$ cat config.mk
export PLATFORM = sky130hd
export DESIGN_NAME = loadstore
export DESIGN_NICKNAME = d
export VERILOG_FILES = /design/src/rtl/ecap5_dproc_pkg.sv /design/src/rtl/loadstore.sv
export SDC_FILE = /design/constraint.sdc
export NUM_CORES = 1
export LEC_CHECK = 0
export CORE_AREA = 5 5 127 129
export CTS_CLUSTER_DIAMETER = 80
export DETAILED_ROUTE_END_ITERATION = 7
export DIE_AREA = 0 0 132 134
export GPL_TIMING_DRIVEN = 0
export HOLD_SLACK_MARGIN = 0.03
export PLACE_DENSITY = 0.72
export SYNTH_ARGS = -nofsm -noshare
export SYNTH_HDL_FRONTEND = slang
export SYNTH_SLANG_ARGS = --single-unit
$ cat constraint.sdc
create_clock -name clk_i -period 3.82 [get_ports clk_i]
set_input_delay 0.382 -clock clk_i [delete_from_list [all_inputs] [get_ports clk_i]]
set_output_delay 0.382 -clock clk_i [all_outputs]
set_load 0.01 [all_outputs]
$ cat src/rtl/ecap5_dproc_pkg.sv
// Shared types and lane helpers for the ECAP5-DPROC load/store stage.
package ecap5_dproc_pkg;

    // Access size encoding carried from execute.
    typedef enum logic [1:0] {
        LS_BYTE = 2'b00,
        LS_HALF = 2'b01,
        LS_WORD = 2'b10
    } ls_size_e;

    // Load/store sequencing states.
    typedef enum logic [1:0] {
        LS_IDLE     = 2'b00,
        LS_REQUEST  = 2'b01,
        LS_WAIT_ACK = 2'b10
    } ls_state_e;

    // Byte selects and steered write data for one store beat.
    typedef struct packed {
        logic [3:0]  sel;
        logic [31:0] dat;
    } ls_store_t;

    // Place store data on the lanes addressed by the low address bits.
    // Half accesses ignore offset[0]; word accesses ignore both bits.
    function automatic ls_store_t store_align(input ls_size_e size,
                                              input logic [1:0] offset,
                                              input logic [31:0] data);
        ls_store_t r;
        r.sel = 4'b1111;
        r.dat = data;
        case (size)
            LS_BYTE: begin
                r.sel = 4'b0001 << offset;
                r.dat = {24'h000000, data[7:0]} << {offset, 3'b000};
            end
            LS_HALF: begin
                r.sel = offset[1] ? 4'b1100 : 4'b0011;
                r.dat = offset[1] ? {data[15:0], 16'h0000} : {16'h0000, data[15:0]};
            end
            default: begin
                r.sel = 4'b1111;
                r.dat = data;
            end
        endcase
        return r;
    endfunction

    // Pull the addressed lane out of a read beat and sign/zero extend it.
    function automatic logic [31:0] load_extract(input ls_size_e size,
                                                 input logic is_unsigned,
                                                 input logic [1:0] offset,
                                                 input logic [31:0] data);
        logic [31:0] byte_sh;
        logic [31:0] half_sh;
        logic [31:0] r;
        byte_sh = data >> {offset, 3'b000};
        half_sh = data >> {offset[1], 4'b0000};
        case (size)
            LS_BYTE: r = {{24{~is_unsigned & byte_sh[7]}}, byte_sh[7:0]};
            LS_HALF: r = {{16{~is_unsigned & half_sh[15]}}, half_sh[15:0]};
            default: r = data;
        endcase
        return r;
    endfunction

endpackage

$ cat src/rtl/loadstore.sv
// Load/store stage: turns execute memory ops into single pipelined
// Wishbone B4 transactions and forwards results to writeback.
module loadstore (
    input  logic        clk_i,
    input  logic        rst_i,
    input  logic        input_valid_i,
    output logic        input_ready_o,
    input  logic        enable_i,
    input  logic        write_i,
    input  logic [1:0]  size_i,
    input  logic        unsigned_i,
    input  logic [31:0] address_i,
    input  logic [31:0] data_i,
    input  logic        reg_write_i,
    input  logic [4:0]  reg_addr_i,
    output logic        output_valid_o,
    output logic        reg_write_o,
    output logic [4:0]  reg_addr_o,
    output logic [31:0] reg_data_o,
    output logic [31:0] wb_adr_o,
    input  logic [31:0] wb_dat_i,
    output logic [31:0] wb_dat_o,
    output logic        wb_we_o,
    output logic [3:0]  wb_sel_o,
    output logic        wb_stb_o,
    input  logic        wb_ack_i,
    output logic        wb_cyc_o,
    input  logic        wb_stall_i
);
    import ecap5_dproc_pkg::*;

    ls_state_e   state_q, state_d;

    logic        cyc_q, cyc_d;
    logic        stb_q, stb_d;
    logic        we_q, we_d;
    logic [31:0] adr_q, adr_d;
    logic [31:0] wdat_q, wdat_d;
    logic [3:0]  sel_q, sel_d;

    // Operation attributes held for the response phase.
    ls_size_e    size_q, size_d;
    logic        unsigned_q, unsigned_d;
    logic [1:0]  offset_q, offset_d;
    logic        lat_reg_write_q, lat_reg_write_d;
    logic [4:0]  lat_reg_addr_q, lat_reg_addr_d;

    logic        out_valid_q, out_valid_d;
    logic        out_reg_write_q, out_reg_write_d;
    logic [4:0]  out_reg_addr_q, out_reg_addr_d;
    logic [31:0] out_reg_data_q, out_reg_data_d;

    ls_store_t   align;
    logic [31:0] load_data;
    logic        accept;
    logic        complete;

    assign align     = store_align(ls_size_e'(size_i), address_i[1:0], data_i);
    assign load_data = load_extract(size_q, unsigned_q, offset_q, wb_dat_i);

    assign input_ready_o = (state_q == LS_IDLE);
    assign accept        = input_valid_i && input_ready_o;

    assign wb_cyc_o = cyc_q;
    assign wb_stb_o = stb_q;
    assign wb_we_o  = we_q;
    assign wb_adr_o = adr_q;
    assign wb_dat_o = wdat_q;
    assign wb_sel_o = sel_q;

    assign output_valid_o = out_valid_q;
    assign reg_write_o    = out_reg_write_q;
    assign reg_addr_o     = out_reg_addr_q;
    assign reg_data_o     = out_reg_data_q;

    // Next-state, bus request and writeback result selection.
    always_comb begin
        state_d         = state_q;
        cyc_d           = cyc_q;
        stb_d           = stb_q;
        we_d            = we_q;
        adr_d           = adr_q;
        wdat_d          = wdat_q;
        sel_d           = sel_q;
        size_d          = size_q;
        unsigned_d      = unsigned_q;
        offset_d        = offset_q;
        lat_reg_write_d = lat_reg_write_q;
        lat_reg_addr_d  = lat_reg_addr_q;
        out_valid_d     = 1'b0;
        out_reg_write_d = out_reg_write_q;
        out_reg_addr_d  = out_reg_addr_q;
        out_reg_data_d  = out_reg_data_q;
        complete        = 1'b0;

        case (state_q)
            LS_IDLE: begin
                if (accept) begin
                    if (!enable_i) begin
                        out_valid_d     = 1'b1;
                        out_reg_write_d = reg_write_i;
                        out_reg_addr_d  = reg_addr_i;
                        out_reg_data_d  = data_i;
                    end else begin
                        cyc_d           = 1'b1;
                        stb_d           = 1'b1;
                        we_d            = write_i;
                        adr_d           = {address_i[31:2], 2'b00};
                        sel_d           = align.sel;
                        wdat_d          = align.dat;
                        size_d          = ls_size_e'(size_i);
                        unsigned_d      = unsigned_i;
                        offset_d        = address_i[1:0];
                        lat_reg_write_d = reg_write_i;
                        lat_reg_addr_d  = reg_addr_i;
                        state_d         = LS_REQUEST;
                    end
                end
            end
            LS_REQUEST: begin
                // An ack only counts once the slave has taken the request.
                if (!wb_stall_i) begin
                    stb_d = 1'b0;
                    if (wb_ack_i) begin
                        complete = 1'b1;
                    end else begin
                        state_d = LS_WAIT_ACK;
                    end
                end
            end
            LS_WAIT_ACK: begin
                if (wb_ack_i) begin
                    complete = 1'b1;
                end
            end
            default: begin
                state_d = LS_IDLE;
                cyc_d   = 1'b0;
                stb_d   = 1'b0;
            end
        endcase

        if (complete) begin
            cyc_d          = 1'b0;
            state_d        = LS_IDLE;
            out_valid_d    = 1'b1;
            out_reg_addr_d = lat_reg_addr_q;
            if (we_q) begin
                out_reg_write_d = 1'b0;
                out_reg_data_d  = 32'h0000_0000;
            end else begin
                out_reg_write_d = lat_reg_write_q;
                out_reg_data_d  = load_data;
            end
        end
    end

    // State and registered outputs; reset abandons any bus cycle in flight.
    always_ff @(posedge clk_i) begin
        if (!rst_i) begin
            state_q         <= LS_IDLE;
            cyc_q           <= 1'b0;
            stb_q           <= 1'b0;
            we_q            <= 1'b0;
            adr_q           <= 32'h0000_0000;
            wdat_q          <= 32'h0000_0000;
            sel_q           <= 4'b0000;
            size_q          <= LS_BYTE;
            unsigned_q      <= 1'b0;
            offset_q        <= 2'b00;
            lat_reg_write_q <= 1'b0;
            lat_reg_addr_q  <= 5'd0;
            out_valid_q     <= 1'b0;
            out_reg_write_q <= 1'b0;
            out_reg_addr_q  <= 5'd0;
            out_reg_data_q  <= 32'h0000_0000;
        end else begin
            state_q         <= state_d;
            cyc_q           <= cyc_d;
            stb_q           <= stb_d;
            we_q            <= we_d;
            adr_q           <= adr_d;
            wdat_q          <= wdat_d;
            sel_q           <= sel_d;
            size_q          <= size_d;
            unsigned_q      <= unsigned_d;
            offset_q        <= offset_d;
            lat_reg_write_q <= lat_reg_write_d;
            lat_reg_addr_q  <= lat_reg_addr_d;
            out_valid_q     <= out_valid_d;
            out_reg_write_q <= out_reg_write_d;
            out_reg_addr_q  <= out_reg_addr_d;
            out_reg_data_q  <= out_reg_data_d;
        end
    end

endmodule

==> out/metrics.csv, run 1 <==
metric,value,unit
status,"complete, no violations",
Total GRT Usage,0.254,
CTS root buf,clkbuf_16,
DRC Markers,0,
flop and latch count out of synthesis,121,
Yosys Warn Count,0,
fin crit period,2.53,ns
number of unique standard cell types used by synthesis,43,
worst-skew pair later-pin latency,0.41,ns
HPWL after detailed placement,17700,um
PD cells,522,nW/um2
VDD IR max,303,uV
setup TNS,0,ns
GR Layer Usage met3,0.0866,
I/O Buffers,220,
Logic pwr share,0.303,
Placed Cells incl. Taps,1104,
worst min path class,register to register,
Routed WL,23000,um
Post-CTS Setup Repair Bufs,0,
relative slew slack,0.403,
Pleak,3.25,nW
Final Net Count,1052,
CTS Hold Bufs,0,
Post-synth EDFFs,0,
initial antenna violation count,1,
die width,132,um
CTS H-tree depth,4,
Sw Pwr,1.40,mW
simple-gate share of the synthesized area,0.180,
worst slew pin tran,0.888,ns
clk_skew,0.00628,ns
crit share post-route,0.663,
Chip Height,134,um
Sw Ratio,0.304,
mux cell area share after synthesis,0.0502,
Worst Path Arrival,2.87,ns
Mapped Avg Cell Area,8.32,um2
ys flop type,dfxtp_1,
Synth Area in Compound Gates,0.282,
Vias,6330,
"commonest non-fill, non-tap cell in the layout",clkdlybuf4s50_1,
met2 GRT Util,0.394,
DR pass1 iterations,6,
Pint,3.21,mW
met1 GRT Util,0.332,
I/O pins,223,
GPL Wtd Cong,0.954,
Post-Synth Adder-Cell Area,0.0108,
largest family of logic cells by synthesized area,compound AO/OA/AOI/OAI gates,
Syn-to-layout area delta,52.7,%
Worst EP required,4.15,ns
worst-case clock buffer depth,2,
die area,17700,um2
worst reg-to-reg setup slack,1.29,ns
final setup violation count,0,
core box area,14900,um2
Core Rows,45,
vias in the first global route,6115,
final setup margin,1.29,ns
RSZ-0062 raised after global routing,no,
Cells after Synth,695,
Sequential Power Share,0.338,
Clock power frac,0.358,
crit-path max FO,10,
Iter 0 DRT Violations,616,
Max Fclk,395,MHz
Via-to-Cell Ratio,5.57,
WS Path Type,register to register,
post-synthesis async set-or-reset flop share,0,
CP Capture Type,register,
Critical Path Source Type,register,
CTS tree,built,
Initial Util,0.388,
post-CTS resize count,0,
first-pass GRT wire length,35200,um
post-route ant nets,0,
Max-Cap Viols,0,
GR peak layer,met2,
"worst slack, placed",1.24,ns
register area share after synthesis,0.419,
"commonest cells after routing, fill and taps aside","clkdlybuf4s50_1, nand2_1, dfxtp_1, clkbuf_1, a21boi_0",
Synth Area in XOR/XNOR,0,
total power,4.61,mW
grt total ovfl,0,
cts bufs inserted,17,
Final Util,0.592,
Max Slew Vio Count,0,
clock sinks,121,
pin count of the biggest net entering global routing,17,
"Hold Violations, Final",0,
Worst-path clk slew,0.06,ns
mapped cell area,5780,um2
post-route insts no fill,1136,
DR WL/cell,20.3,um
layout cell share with drive strength beyond 1,0.0612,
routing by layer:
| metal | up-vias | wire length [um] |
|---|---|---|
| li1 | 3001 | - |
| met1 | 2935 | 9560 |
| met2 | 344 | 10500 |
| met3 | 50 | 2370 |
| met4 | 0 | 627 |
| met5 | - | 0 |
power groups by stage:
stage          clock [mW]  combinational (mW)  sequential, mW
3_5_place_dp            0                1.38            1.58
4_1_cts              1.67                1.39            1.55
2_1_floorplan           0               0.617            1.64
6_report             1.65                1.40            1.56
3_3_place_gp            0                1.37            1.58
5_1_grt              1.73                1.51            1.58
per-stage QoR:
stage	hold slack [ns]	area (um2)
after global routing	0.486	8830
after detailed placement	0.455	8220
final	0.460	8830
after CTS	0.462	8830
after global placement	0.450	8220
after floorplan	0.443	5790
synthesized netlist by cell type (5+ instances only):
library cell  number  share of area
nor2_1            26          0.017
a31oi_1            8         0.0087
buf_2              5         0.0043
nor2b_1            9         0.0097
mux2_2            14          0.027
a21oi_1           38          0.033
clkbuf_1          55          0.036
nor3b_1            8          0.010
o21ai_0           27          0.023
a32o_1             6          0.010
inv_1             16          0.010
nor3_1            19          0.016
ha_1               5          0.011
o211ai_1          17          0.022
o31ai_1            7         0.0091
o22ai_1           17          0.018
and3_1            10          0.011
a21boi_0          53          0.069
dfxtp_1          121           0.42
nand3_1           24          0.021
a221oi_1          32          0.048
o211a_1            6          0.010
nand2_1          127          0.082
mux2i_1           11          0.019
a2bb2oi_1          7          0.011
worst paths after layout:
kind,startpoint,endpoint,cells past startpoint
worst max register to register,state_q[0]$_SDFFE_PP0P_,reg_data_o[5]$_SDFFE_PN0P_,8
worst max-delay path,state_q[0]$_SDFFE_PP0P_,reg_data_o[5]$_SDFFE_PN0P_,8
worst min register to register,wb_adr_o[9]$_SDFFE_PN0P_,wb_adr_o[9]$_SDFFE_PN0P_,2
worst min-delay path,wb_adr_o[9]$_SDFFE_PN0P_,wb_adr_o[9]$_SDFFE_PN0P_,2
final cells by class:
cell class | instances | area (um2)
diodes | 1 | 2.50
fillers | 1336 | 6090
plain buffers | 65 | 273
clock buffers | 23 | 488
flip-flops and latches | 121 | 2420
repair buffers | 220 | 2200
multi-input cells | 494 | 3030
clock inverters | 8 | 118
well taps | 188 | 235
inverters | 16 | 60.1
sequential cells by signal, indices dropped and copies added (netlist names):
name / count
output_valid_o: 1
wb_cyc_o: 1
wb_dat_o: 32
reg_addr_o: 5
reg_write_o: 1
reg_data_o: 32
offset_q: 2
wb_stb_o: 1
state_q: 2
size_q: 2
lat_reg_addr_q: 5
lat_reg_write_q: 1
wb_sel_o: 4
wb_adr_o: 30
wb_we_o: 1
unsigned_q: 1
worst max-delay path: stages, from the launching register on:
cell	delay, ns
dfxtp_1	0.38
inv_1	0.10
ha_1	0.34
nand2_1	0.14
a21o_1	0.10
clkbuf_1	0.41
clkbuf_1	0.50
o21ai_0	0.25
a31oi_1	0.24
cells by family (layout without fill, tap and decap cells):
logic type      after synthesis  count (layout)
flops                       121             121
fa+ha+maj                     5               5
mux                          26              26
simple gates                232             232
buf+inv                      81             332
compound gates              229             229
other cells                   1               3
Note: power is estimated with default switching activity, not from simulation.
==> inputs of run 2 (changes only) <==
==> constraint.sdc (replaced) <==
create_clock -name clk_i -period 2.4 [get_ports clk_i]
set_input_delay 0.24 -clock clk_i [delete_from_list [all_inputs] [get_ports clk_i]]
set_output_delay 0.24 -clock clk_i [all_outputs]
set_load 0.01 [all_outputs]
==> run 2 against run 1 <==
  * Power up 60%
  * Via count up 0.81%
  * Routed wire length up 0.20%
==> out/metrics.csv, run 2 (synthesized netlist as in run 1, its figures left out) <==
metric,value,unit
status,"complete, no violations",
fin crit period,2.23,ns
area of the multi-input gates,3040,um2
I/O Buffers,220,
DRC Markers,0,
Final Net Count,1051,
DR WL/cell,20.3,um
Syn-to-layout area delta,53.2,%
Final Util,0.594,
core box area,14900,um2
Max-Cap Viols,0,
CTS Hold Bufs,0,
Routed WL,23100,um
Post-DP Area,8220,um2
"commonest non-fill, non-tap cell in the layout",clkdlybuf4s50_1,
Reg2Reg Launch Point,state_q[0]$_SDFFE_PP0P_,
CTS root buf,clkbuf_16,
relative slew slack,0.411,
clk_skew,0.00787,ns
final setup violation count,0,
PD cells,831,nW/um2
initial antenna violation count,1,
vias in the first global route,6118,
layout cell share with drive strength beyond 1,0.0782,
Chip Height,134,um
Vias,6381,
WS Path Type,register to register,
Post-CTS Setup Repair Bufs,0,
"Hold Violations, Final",0,
crit-path cells,inv_1 > ha_1 > nand2_1 > a21o_1 > clkbuf_1 > o211ai_1 > o22ai_1,
Max Slew Vio Count,0,
Max Fclk,449,MHz
VDD IR max,485,uV
Via-to-Cell Ratio,5.62,
"slowest stage delay, CP",0.44,ns
CTS H-tree depth,4,
RSZ-0062 raised after global routing,no,
post-route ant nets,0,
clock sinks,121,
HPWL after detailed placement,17700,um
capturing point of the worst reg2reg path,reg_data_o[27]$_SDFFE_PN0P_,
die area,17700,um2
R2R cell count,7,
crit path capture,reg_data_o[27]$_SDFFE_PN0P_,
slowest cell on the critical path,clkbuf_1,
Worst Path Arrival,2.57,ns
"commonest cells after routing, fill and taps aside","clkdlybuf4s50_1, nand2_1, dfxtp_1, a21boi_0, clkbuf_1",
worst reg-to-reg setup slack,0.17,ns
cts bufs inserted,17,
register area,2420,um2
first-pass GRT wire length,35200,um
Core Rows,45,
crit-path max FO,10,
Initial Util,0.388,
WHS Path Cells,3,
GPL Wtd Cong,0.954,
post-route cell area,8860,um2
worst min path class,input pin to register,
Iter 0 DRT Violations,627,
Worst EP required,2.74,ns
Critical path origin,state_q[0]$_SDFFE_PP0P_,
crit share post-route,0.929,
Total GRT Usage,0.254,
Worst-path clk slew,0.06,ns
CTS tree,built,
die width,132,um
pin count of the biggest net entering global routing,17,
Fillers,1324,
I/O pins,223,
grt total ovfl,0,
worst slew pin tran,0.877,ns
Pleak,3.30,nW
DR pass1 iterations,5,
setup TNS,0,ns
worst-case clock buffer depth,2,
worst-skew pair later-pin latency,0.42,ns
Critical Path Source Type,register,
CP Capture Type,register,
## run 2: changes by cell type in the layout (fill, tap and decap cells not counted), sizes merged
cell,previous run,this run
clkbuf,78,77
## run 2: metrics by stage
stage,total power [mW],instances,worst slack [ns],hold WS [ns]
floorplan,3.59,696,0.572,0.374
global placement,4.70,1104,-0.0481,0.450
detailed placement,4.71,1104,-0.0449,0.455
CTS,7.35,1135,0.00753,0.373
global route,7.69,1135,0.0213,0.382
finish,7.36,1135,0.171,0.383
## run 2: per-layer routing
metal | up-vias | track usage | part of all wire
li1 | 3000 | - | -
met1 | 2972 | 0.332 | 0.42
met5 | - | 0 | 0
met3 | 65 | 0.0866 | 0.098
met4 | 0 | 0.0851 | 0.033
met2 | 344 | 0.394 | 0.45
## run 2: power by group
part | switching, mW | internal (mW)
clock network | 0.910 | 1.73
registers | 0.176 | 2.30
logic | 1.16 | 1.08
## run 2: worst min-delay path by stage
stage,from,endpoint
2_1_floorplan,data_i[0],wb_dat_o[24]$_SDFFE_PN0P_
3_3_place_gp,wb_adr_o[9]$_SDFFE_PN0P_,wb_adr_o[9]$_SDFFE_PN0P_
3_5_place_dp,wb_adr_o[17]$_SDFFE_PN0P_,wb_adr_o[17]$_SDFFE_PN0P_
4_1_cts,address_i[16],wb_adr_o[16]$_SDFFE_PN0P_
5_1_grt,address_i[31],wb_adr_o[31]$_SDFFE_PN0P_
6_report,address_i[4],wb_adr_o[4]$_SDFFE_PN0P_
## run 2: cell type report
cell class                      instances  area share
Clock buffer                           23      0.0551
Timing Repair Buffer                  220       0.249
Multi-Input combinational cell        494       0.343
Clock inverter                          8      0.0133
Buffer                                 64      0.0325
Antenna cell                            1    0.000283
Inverter                               16     0.00678
Tap cell                              188      0.0266
Sequential cell                       121       0.273
## run 2: worst max-delay path: cells and delay by family (launching register included)
kind                       cells  cell delay (ns)
AOI/OAI and AO/OA              3             0.70
buffers and inverters          2             0.54
DFF                            1             0.38
adders and majority gates      1             0.34
and+or+nand+nor                1             0.18
## run 2: timing repair
action,CTS,global route
setup endpoints to repair,10,68
resized for setup,3,27
pin swaps,0,0
==> inputs of run 3 (changes only) <==
--- a/config.mk
+++ b/config.mk
@@ -5,13 +5,15 @@
 export SDC_FILE = /design/constraint.sdc
 export NUM_CORES = 1
 export LEC_CHECK = 0
-export CORE_AREA = 5 5 127 129
+export ABC_AREA = 1
+export CORE_AREA = 5 5 126 128
+export CTS_BUF_LIST = sky130_fd_sc_hd__clkbuf_16
 export CTS_CLUSTER_DIAMETER = 80
 export DETAILED_ROUTE_END_ITERATION = 7
-export DIE_AREA = 0 0 132 134
+export DIE_AREA = 0 0 131 133
 export GPL_TIMING_DRIVEN = 0
 export HOLD_SLACK_MARGIN = 0.03
-export PLACE_DENSITY = 0.72
+export PLACE_DENSITY = 0.75
 export SYNTH_ARGS = -nofsm -noshare
 export SYNTH_HDL_FRONTEND = slang
 export SYNTH_SLANG_ARGS = --single-unit
==> constraint.sdc (replaced) <==
create_clock -name clk_i -period 1.89 [get_ports clk_i]
set_input_delay 0.189 -clock clk_i [delete_from_list [all_inputs] [get_ports clk_i]]
set_output_delay 0.189 -clock clk_i [all_outputs]
set_load 0.01 [all_outputs]
==> run 3 against run 2 <==
  * Synthesized area is 1.8% lower
  * Critical path type is now register to primary output
  * Highest routed layer unchanged
  * Sequential power is 35% higher
  * Power is 39% higher
==> out/metrics.csv, run 3 <==
metric,value,unit
Post-DP Area,8110,um2
clk_skew,0.00741,ns
ys flop type,dfxtp_1,
CTS H-tree depth,4,
CTS tree,built,
"count leader, synth",nand2_1,
crit-path max FO,5,
Total GRT Usage,0.253,
Max Fclk,569,MHz
number of unique standard cell types used by synthesis,33,
VDD IR max,672,uV
"commonest cells after routing, fill and taps aside","clkdlybuf4s50_1, nand2_1, o21ai_0, dfxtp_1, nor2_1",
worst hold start,address_i[0],
register area,2420,um2
cts bufs inserted,17,
Vias,6657,
layout cell share with drive strength beyond 1,0.0921,
Core Rows,45,
Final Net Count,1168,
DR pass1 iterations,5,
Syn-to-layout area delta,55.2,%
Yosys top cell area share,0.426,
Max-Cap Viols,0,
crit share post-route,0.929,
vias in the first global route,6419,
DRC Markers,0,
first-pass GRT wire length,34300,um
WHS Path Cells,3,
Chip Height,133,um
core box area,14800,um2
"Buf+Inv Stages, Crit Path",2,
pin count of the biggest net entering global routing,17,
flop and latch count out of synthesis,121,
antenna cell count,0,
Critical Path Source Type,register,
Worst EP required,1.70,ns
"slowest stage delay, CP",0.54,ns
total power,10.2,mW
worst-case clock buffer depth,2,
worst reg-to-reg setup slack,0.17,ns
fin crit period,1.76,ns
CP Capture Type,primary output,
I/O pins,223,
post-synthesis async set-or-reset flop share,0,
WS Path Type,register to primary output,
Worst-path clk slew,0.06,ns
die width,131,um
register area share after synthesis,0.426,
initial antenna violation count,0,
I/O Buffers,219,
HPWL after detailed placement,17000,um
grt total ovfl,0,
Routed WL,22400,um
"commonest non-fill, non-tap cell in the layout",clkdlybuf4s50_1,
slowest cell on the critical path,clkdlybuf4s50_1,
Cells after Synth,809,
worst-skew pair later-pin latency,0.42,ns
"Hold Violations, Final",0,
area of the multi-input gates,2830,um2
main area contributors after synthesis,"dfxtp_1, o21ai_0, nand2_1, nor2_1, a21oi_1",
Iter 0 DRT Violations,655,
post-route ant nets,0,
CTS root buf,clkbuf_16,
Reg2Reg Launch Point,state_q[1]$_SDFFE_PP0P_,
Fillers,1373,
RSZ-0062 raised after global routing,no,
Post-synth EDFFs,0,
synth cell count leaders,"nand2_1, o21ai_0, dfxtp_1",
crit-path cells,inv_2 > ha_2 > clkdlybuf4s50_1,
relative slew slack,0.509,
Pleak,3.67,nW
PD cells,1160,nW/um2
worst slew pin tran,0.736,ns
clock sinks,121,
mapped cell area,5680,um2
GPL Wtd Cong,0.955,
DR WL/cell,17.9,um
R2R cell count,9,
hold endpoint,offset_q[0]$_SDFFE_PN0P_,
worst min path class,input pin to register,
capturing point of the worst reg2reg path,reg_data_o[23]$_SDFFE_PN0P_,
"delay-heaviest family, CP",buffers and inverters,
Via-to-Cell Ratio,5.32,
die area,17400,um2
Initial Util,0.385,
status,"complete, no violations",
final setup violation count,0,
Yosys Warn Count,0,
Mapped Avg Cell Area,7.02,um2
WHS,0.231,ns
post-synth top area cell,dfxtp_1,
Max Slew Vio Count,0,
CTS Hold Bufs,0,
Worst Path Arrival,1.57,ns
post-route cell area,8820,um2
-- run 3: cell types whose count changed after synthesis, sizes merged, moves of 11 or more --
cell | before | now
o21ai | 27 | 135
nor2 | 26 | 117
a21boi | 53 | 0
inv | 16 | 65
a21oi | 38 | 82
a221oi | 32 | 0
nand2 | 127 | 155
nor3 | 19 | 0
clkbuf | 55 | 38
o22ai | 17 | 0
mux2 | 14 | 0
mux2i | 11 | 0
-- run 3: routing by layer --
metal  vias to the layer above  share of wire  GRT usage  routed length (um)
met5                         -              0          0                   0
met4                         0          0.036      0.106                 805
li1                       3167              -          -                   -
met2                       370           0.45      0.387               10000
met3                        54           0.12     0.0852                2580
met1                      3066           0.40      0.324                8980
-- run 3: final cells by class --
class                           count  area share
Multi-Input combinational cell    570       0.321
Sequential cell                   121       0.275
Inverter                           67      0.0292
Buffer                             52      0.0295
Clock inverter                     15      0.0197
Timing Repair Buffer              222       0.251
Tap cell                          188      0.0267
Clock buffer                       17      0.0482
-- run 3: how the worst max path moves through the flow --
stage / startpoint / endpoint / slack [ns] / depth (start not counted)
final: state_q[1]$_SDFFE_PP0P_ / input_ready_o / 0.13 / 3
after global routing: state_q[1]$_SDFFE_PP0P_ / wb_dat_o[30]$_SDFFE_PN0P_ / 0.03 / 8
after CTS: state_q[1]$_SDFFE_PP0P_ / reg_data_o[13]$_SDFFE_PN0P_ / 0.008 / 9
after detailed placement: state_q[0]$_SDFFE_PP0P_ / reg_data_o[26]$_SDFFE_PN0P_ / -0.26 / 9
after global placement: state_q[0]$_SDFFE_PP0P_ / reg_data_o[26]$_SDFFE_PN0P_ / -0.22 / 9
after floorplan: state_q[0]$_SDFFE_PP0P_ / reg_data_o[23]$_SDFFE_PN0P_ / 0.20 / 9
-- run 3: worst register-to-register path: stages (launching register included) --
cell      delay [ns]
dfxtp_1         0.32
inv_2           0.10
ha_2            0.20
nand2_1         0.11
inv_1           0.09
nand2_2         0.10
buf_4           0.20
clkbuf_4        0.21
o21ai_0         0.22
a21oi_2         0.08
-- run 3: power breakdown --
part	internal [mW]	leakage, nW	switching [mW]	total, mW
combinational	1.62	2.39	1.89	3.50
sequential	3.08	0.992	0.283	3.36
clock	2.07	0.285	1.26	3.33
-- run 3: stage by stage --
stage          instances  setup WS [ns]  TNS [ns]  utilization
2_1_floorplan        810          0.196         0            -
3_3_place_gp        1217         -0.225     -5.79        0.550
3_5_place_dp        1217         -0.260     -8.33        0.550
4_1_cts             1252        0.00842         0        0.595
5_1_grt             1252         0.0298         0        0.598
6_report            1252          0.133         0        0.598
-- run 3: cells by family after synthesis --
| kind of cell | synth area share |
|---|---|
| AO/OA/AOI/OAI | 0.249 |
| adder cells (fa/ha/maj) | 0.0110 |
| buffers and inverters | 0.0855 |
| flip-flops | 0.426 |
| other | 0.000660 |
| AND/OR/NAND/NOR | 0.227 |
-- run 3: what timing repair did --
action | CTS | global route
buffers inserted | 3 | 0
hold endpoints to repair | 0 | 0
pin swaps | 2 | 3
gates resized for setup | 17 | 31
setup endpoints to repair | 72 | 118
